**src/rtl/core_pkg.sv**
```systemverilog
// Shared definitions for the RV32I control path: function codes, FSM state
// encoding and trap causes.
package core_pkg;

   localparam int FC_W = 6;

   localparam logic [FC_W-1:0] FC_JAL  = 6'h15;
   localparam logic [FC_W-1:0] FC_JALR = 6'h16;
   localparam logic [FC_W-1:0] FC_BEQ  = 6'h17;
   localparam logic [FC_W-1:0] FC_BNE  = 6'h18;
   localparam logic [FC_W-1:0] FC_BLT  = 6'h19;
   localparam logic [FC_W-1:0] FC_BGE  = 6'h1A;
   localparam logic [FC_W-1:0] FC_BLTU = 6'h1B;
   localparam logic [FC_W-1:0] FC_BGEU = 6'h1C;
   localparam logic [FC_W-1:0] FC_LB   = 6'h1D;
   localparam logic [FC_W-1:0] FC_LH   = 6'h1E;
   localparam logic [FC_W-1:0] FC_LW   = 6'h1F;
   localparam logic [FC_W-1:0] FC_LBU  = 6'h20;
   localparam logic [FC_W-1:0] FC_LHU  = 6'h21;
   localparam logic [FC_W-1:0] FC_SB   = 6'h22;
   localparam logic [FC_W-1:0] FC_SH   = 6'h23;
   localparam logic [FC_W-1:0] FC_SW   = 6'h24;

   typedef enum logic [2:0] {
      ST_IDLE   = 3'd0,
      ST_FETCH  = 3'd1,
      ST_DECODE = 3'd2,
      ST_EXEC   = 3'd3,
      ST_MEM    = 3'd4,
      ST_WB     = 3'd5,
      ST_TRAP   = 3'd7
   } state_t;

   typedef enum logic [1:0] {
      CAUSE_NONE    = 2'd0,
      CAUSE_ILLEGAL = 2'd1,
      CAUSE_IMEM_TO = 2'd2,
      CAUSE_DMEM_TO = 2'd3
   } cause_t;

   function automatic logic is_branch(input logic [FC_W-1:0] fc);
      return (fc >= FC_BEQ) && (fc <= FC_BGEU);
   endfunction

endpackage

```
**src/rtl/seq_timeout.sv**
```systemverilog
// Wait-cycle counter shared by the fetch and data-memory handshakes; flags
// the last unacknowledged cycle allowed before the sequencer must trap.
module seq_timeout #(
   parameter int LIMIT = 255
) (
   input  logic clk,
   input  logic rst,
   input  logic clr,
   input  logic inc,
   output logic expired
);

   localparam int CW = (LIMIT < 2) ? 1 : $clog2(LIMIT);
   localparam bit EN = (LIMIT > 0);
   localparam logic [CW-1:0] LAST = CW'((LIMIT > 0) ? LIMIT - 1 : 0);

   logic [CW-1:0] count;

   always_ff @(posedge clk) begin
      if (rst || clr) begin
         count <= '0;
      end else if (inc) begin
         count <= count + CW'(1);
      end
   end

   // Counter holds the number of earlier wait cycles, so matching LAST means
   // this cycle is the LIMIT-th one without an ack.
   assign expired = EN && (count == LAST);

endmodule

```
**src/rtl/core_sequencer.sv**
```systemverilog
// Multi-cycle instruction sequencer: FETCH, DECODE, EXEC, optional MEM, WB,
// with handshake timeouts and a sticky TRAP state.
module core_sequencer #(
   parameter int MEM_TIMEOUT = 255,
   parameter int FC_W        = 6
) (
   input  logic            clk,
   input  logic            rst,
   input  logic            run,
   output logic            imem_req,
   input  logic            imem_ack,
   output logic            ir_we,
   input  logic [FC_W-1:0] func_code,
   input  logic            illegal,
   input  logic            rd_en,
   input  logic            ld_en,
   input  logic            st_en,
   input  logic            branch_taken,
   output logic            exec_en,
   output logic            dmem_req,
   output logic            dmem_we,
   input  logic            dmem_ack,
   output logic            rf_we,
   output logic            pc_we,
   output logic            pc_sel,
   output logic [2:0]      state,
   output logic            trap,
   output logic [1:0]      trap_cause,
   output logic [31:0]     instret
);

   import core_pkg::*;

   state_t      state_q, state_d;
   cause_t      cause_q, cause_d;
   logic [31:0] instret_q;
   logic        to_clr, to_inc, to_expired;

   assign to_clr = (state_q != ST_FETCH) && (state_q != ST_MEM);
   assign to_inc = ((state_q == ST_FETCH) && !imem_ack) ||
                   ((state_q == ST_MEM)   && !dmem_ack);

   seq_timeout #(.LIMIT(MEM_TIMEOUT)) u_timeout (
      .clk     (clk),
      .rst     (rst),
      .clr     (to_clr),
      .inc     (to_inc),
      .expired (to_expired)
   );

   always_ff @(posedge clk) begin
      if (rst) begin
         state_q   <= ST_IDLE;
         cause_q   <= CAUSE_NONE;
         instret_q <= '0;
      end else begin
         state_q <= state_d;
         cause_q <= cause_d;
         if (state_q == ST_WB) begin
            instret_q <= instret_q + 32'd1;
         end
      end
   end

   always_comb begin
      state_d  = state_q;
      cause_d  = cause_q;
      imem_req = 1'b0;
      ir_we    = 1'b0;
      exec_en  = 1'b0;
      dmem_req = 1'b0;
      dmem_we  = 1'b0;
      rf_we    = 1'b0;
      pc_we    = 1'b0;
      pc_sel   = 1'b0;
      case (state_q)
         ST_IDLE: begin
            if (run) state_d = ST_FETCH;
         end
         ST_FETCH: begin
            imem_req = 1'b1;
            // An ack arriving on the final allowed cycle still completes.
            if (imem_ack) begin
               ir_we   = 1'b1;
               state_d = ST_DECODE;
            end else if (to_expired) begin
               state_d = ST_TRAP;
               cause_d = CAUSE_IMEM_TO;
            end
         end
         ST_DECODE: begin
            if (illegal) begin
               state_d = ST_TRAP;
               cause_d = CAUSE_ILLEGAL;
            end else begin
               state_d = ST_EXEC;
            end
         end
         ST_EXEC: begin
            exec_en = 1'b1;
            state_d = (ld_en || st_en) ? ST_MEM : ST_WB;
         end
         ST_MEM: begin
            dmem_req = 1'b1;
            dmem_we  = st_en;
            if (dmem_ack) begin
               state_d = ST_WB;
            end else if (to_expired) begin
               state_d = ST_TRAP;
               cause_d = CAUSE_DMEM_TO;
            end
         end
         ST_WB: begin
            rf_we   = rd_en;
            pc_we   = 1'b1;
            pc_sel  = (func_code == FC_JAL) || (func_code == FC_JALR) ||
                      (is_branch(func_code) && branch_taken);
            state_d = run ? ST_FETCH : ST_IDLE;
         end
         ST_TRAP: begin
            state_d = ST_TRAP;
         end
         default: begin
            state_d = ST_IDLE;
         end
      endcase
   end

   assign state      = state_q;
   assign trap       = (state_q == ST_TRAP);
   assign trap_cause = cause_q;
   assign instret    = instret_q;

endmodule

```
**config.mk**
```make
export PLATFORM = sky130hd
export DESIGN_NAME = core_sequencer
export DESIGN_NICKNAME = d
export VERILOG_FILES = /design/src/rtl/core_pkg.sv /design/src/rtl/seq_timeout.sv /design/src/rtl/core_sequencer.sv
export SDC_FILE = /design/constraint.sdc
export NUM_CORES = 1
export LEC_CHECK = 0
export BUFFER_PORTS_ARGS = -buffer_cell sky130_fd_sc_hd__buf_2
export CORE_AREA = 4 4 75 70
export DETAILED_ROUTE_END_ITERATION = 10
export DIE_AREA = 0 0 79 74
export PLACE_DENSITY = 0.83
export SLEW_MARGIN = 5
export SYNTH_ARGS = -nofsm -noshare
export SYNTH_HDL_FRONTEND = slang
export SYNTH_SLANG_ARGS = --single-unit
```
**constraint.sdc**
```tcl
create_clock -name clk -period 4.6 [get_ports clk]
set_clock_uncertainty 0.1 [all_clocks]
set_input_delay 0.69 -clock clk [delete_from_list [all_inputs] [get_ports clk]]
set_output_delay 0.69 -clock clk [all_outputs]
set_load 0.03 [all_outputs]
```
==> results.sh <==
export IMPL_r2r_start="state[2]$_SDFFE_PP0P_"
export IMPL_fmaxAchievable_mhz=360.5
export IMPL_syn_nets=320
export IMPL_start_util_pct=55.87
export IMPL_drive_above_1_share_pct=22.54
export IMPL_max_slew_margin_pct=48.50
export IMPL_p_per_area_nw_per_um2=244.1
export IMPL_cts_setup_buffers=0
export IMPL_synth_top_family_by_area="simple AND/OR/NAND/NOR gates"
export IMPL_yosys_area_top_type_share_pct=36.38
export IMPL_drt_total_wl_um=5597
export IMPL_synthSimpleGateAreaFrac_pct=30.27
export IMPL_vias_per_cell=5.860
export IMPL_ys_ff_latch=45
export IMPL_path_clk_slew_ps=80
export IMPL_start_kind="flop"
export IMPL_crit_end="rf_we"
export IMPL_cap_violations=0
export IMPL_fin_area_um2=2844
export IMPL_antenna_cells=0
export IMPL_startpoint="state[1]$_SDFFE_PP0P_"
export IMPL_syn_area_um2=2476
export IMPL_rr_worst_depth=5
export IMPL_clock_latency_ps=300
export IMPL_worstMarginPinSlew_ps=770.6
export IMPL_status="complete, no violations"
export IMPL_synth_fa_ha_area_share_pct=1.516
export IMPL_fin_crit_ps=2774
export IMPL_vias=2391
export IMPL_dp_hpwl_um=3995
export IMPL_track_usage_pct=19.82
export IMPL_ys_flop_type="dfxtp_1"
export IMPL_post_cts_resize_count=0
export IMPL_end_kind="output port"
export IMPL_synth_xor_area_share_pct=5.659
export IMPL_setup_tns_ps=0
export IMPL_synth_edf_count=0
export IMPL_fin_ws_ps=1826
export IMPL_ctsRootBufferMaster="clkbuf_8"
export IMPL_grt_overflow_total=0
export IMPL_setup_viol=0
export IMPL_layout_nets=364
export IMPL_die_w_um=79
export IMPL_yosysWarnings=0
export IMPL_syn_inst=301
export IMPL_max_vdd_ir_drop_mv=0.1939
export IMPL_crit_fanout=26
export IMPL_port_buffer_count=61
export IMPL_place_area_um2=2761
export IMPL_r2r_slack_ps=1840
export IMPL_path_class="reg2out"
export IMPL_seq_area_frac_synth_pct=36.38
export IMPL_synthArstFlopShare_pct=0
export IMPL_crit_required_ps=3810
export IMPL_hold_class="reg2reg"
export IMPL_hold_buffers=0
export IMPL_pin_count=62
export IMPL_finalMaxSlewViolations=0
export IMPL_drtIter0Drc=99
export IMPL_power_leakage_nw=1.075
export IMPL_coreArea_um2=4432
export IMPL_tritoncts="yes"
export IMPL_post_drt_wl_per_cell_um=13.72
export IMPL_utilization_pct=64.17
export IMPL_num_rows=23
export IMPL_synth_area_top_cells="dfxtp_1, or4_1, o31ai_1"
export IMPL_grt_max_degree=38
export IMPL_syn_to_final_growth_pct=14.86
export IMPL_drc=0
export IMPL_place_ws_ps=1901
export IMPL_cts_buffers=5
export IMPL_dieArea_um2=5846
export IMPL_drtAntennaViolNets=0
export IMPL_avgSynthCellArea_um2=8.226
export IMPL_ys_types=50
export IMPL_drtPass1Iterations=4
export IMPL_antenna_found_initial=0
export IMPL_period_share_pct=60.31
export IMPL_worstPathArrival_ps=1980
export IMPL_grt_pass1_vias=2137
export IMPL_ctsLongestPathBuffers=2
export IMPL_cts_sinks=45
export IMPL_synth_compound_area_share_pct=18.95
export IMPL_yosysTopAreaCell="dfxtp_1"
export IMPL_rsz0062_at_grt="false"
export IMPL_finalHoldViolCount=0
export IMPL_synth_mux_area_share_pct=1.314
export IMPL_reg2reg_to="instret[21]$_SDFFE_PP0N_"
export IMPL_htree_num_levels=2
export IMPL_place_gp_congestion=0.8323
export IMPL_die_y_um=74
export IMPL_grt_pass1_wl_um=9384
-- cell families (layout without fill, tap and decap cells) --
group / Yosys count / count (layout)
simple gates: 128 / 128
buf+inv: 37 / 82
flops: 45 / 45
xor+xnor: 16 / 16
compound gates: 69 / 69
mux: 3 / 3
fa+ha+maj: 3 / 3
-- cells in the final DEF (no fill, tap or decap), drive strengths merged, types with 2 or more instances in the layout --
| master | n |
|---|---|
| and3 | 4 |
| a211oi | 4 |
| nor3 | 5 |
| or4 | 19 |
| buf | 61 |
| nor2 | 23 |
| nand4 | 16 |
| mux2 | 2 |
| nand2 | 14 |
| or3 | 4 |
| o31a | 3 |
| or3b | 4 |
| o31ai | 18 |
| xor2 | 8 |
| a2111oi | 4 |
| and4 | 4 |
| xnor2 | 8 |
| nor4 | 3 |
| clkbuf | 6 |
| o21a | 2 |
| dfxtp | 45 |
| inv | 13 |
| a31oi | 2 |
| a21oi | 24 |
| nor2b | 3 |
| o21ai | 5 |
| ha | 3 |
| clkinv | 2 |
| and2 | 8 |
| nand3 | 16 |
-- worst max-delay path: stages, from the launching register on --
cell	delay (ps)
dfxtp_1	830
nand3b_1	250
inv_1	220
and2_1	220
buf_2	170
-- cells in the mapped netlist (2+ instances only) --
master     count
clkbuf_1      18
nand3_1       16
nor2b_1        3
mux2_2         2
nand2_1       14
a31oi_1        2
and4_1         3
nor2_1        23
nor3_1         5
and2_1         8
or3_1          3
or3b_2         2
or4_1         19
a2111oi_1      3
xnor2_1        8
xor2_1         8
dfxtp_1       45
a211oi_1       4
or3b_1         2
a21oi_1       24
o21ai_0        5
o31ai_1       18
buf_1          2
and3_1         3
ha_1           3
inv_1         13
nand4_1       15
nor4_1         3
o31a_1         3
buf_2          3
o21a_1         2
-- area by class of cell --
| type | instances | area, µm² |
|---|---|---|
| Timing Repair Buffer | 61 | 305.3 |
| Clock buffer | 6 | 72.57 |
| Clock inverter | 2 | 10.01 |
| Inverter | 13 | 48.80 |
| Multi-Input combinational cell | 219 | 1429 |
| Sequential cell | 45 | 900.9 |
| Fill cell | 410 | 1588 |
| Tap cell | 62 | 77.57 |
-- through the flow --
| stage | hold slack, ps | power (mW) | cells |
|---|---|---|---|
| 5_1_grt | 388.3 | 0.7196 | 408 |
| 2_1_floorplan | 385.0 | 0.4465 | 301 |
| 4_1_cts | 373.8 | 0.7020 | 408 |
| 3_3_place_gp | 350.7 | 0.4610 | 400 |
| 3_5_place_dp | 353.3 | 0.4621 | 400 |
| 6_report | 372.9 | 0.6942 | 408 |
-- sequential cells by signal, summed over array words and instances, names as in the netlist --
name	flops
instret	32
u_timeout.count	8
state	3
trap_cause	2
-- power breakdown --
part	leakage [nW]	internal, mW	switching [mW]
logic	0.667	0.0209	0.0319
clock network	0.0450	0.106	0.136
registers	0.363	0.392	0.00795
total	1.07	0.518	0.176
-- metal layers --
layer	GRT usage, %	part of all wire (%)	vias to the layer above
met5	0	0	-
met4	9.733	1.9	0
met3	3.390	5.0	9
met2	33.18	47	59
met1	25.04	46	1107
li1	-	-	1216
-- how the worst min path moves through the flow --
stage / start / end / cells past startpoint
3_5_place_dp: trap_cause[0]$_SDFFE_PP0P_ / trap_cause[0]$_SDFFE_PP0P_ / 2
3_3_place_gp: trap_cause[0]$_SDFFE_PP0P_ / trap_cause[0]$_SDFFE_PP0P_ / 2
2_1_floorplan: u_timeout.count[5]$_SDFFE_PP0P_ / u_timeout.count[5]$_SDFFE_PP0P_ / 2
5_1_grt: trap_cause[0]$_SDFFE_PP0P_ / trap_cause[0]$_SDFFE_PP0P_ / 2
6_report: trap_cause[0]$_SDFFE_PP0P_ / trap_cause[0]$_SDFFE_PP0P_ / 2
4_1_cts: trap_cause[0]$_SDFFE_PP0P_ / trap_cause[0]$_SDFFE_PP0P_ / 2
Note: power is estimated with default switching activity, not from simulation.
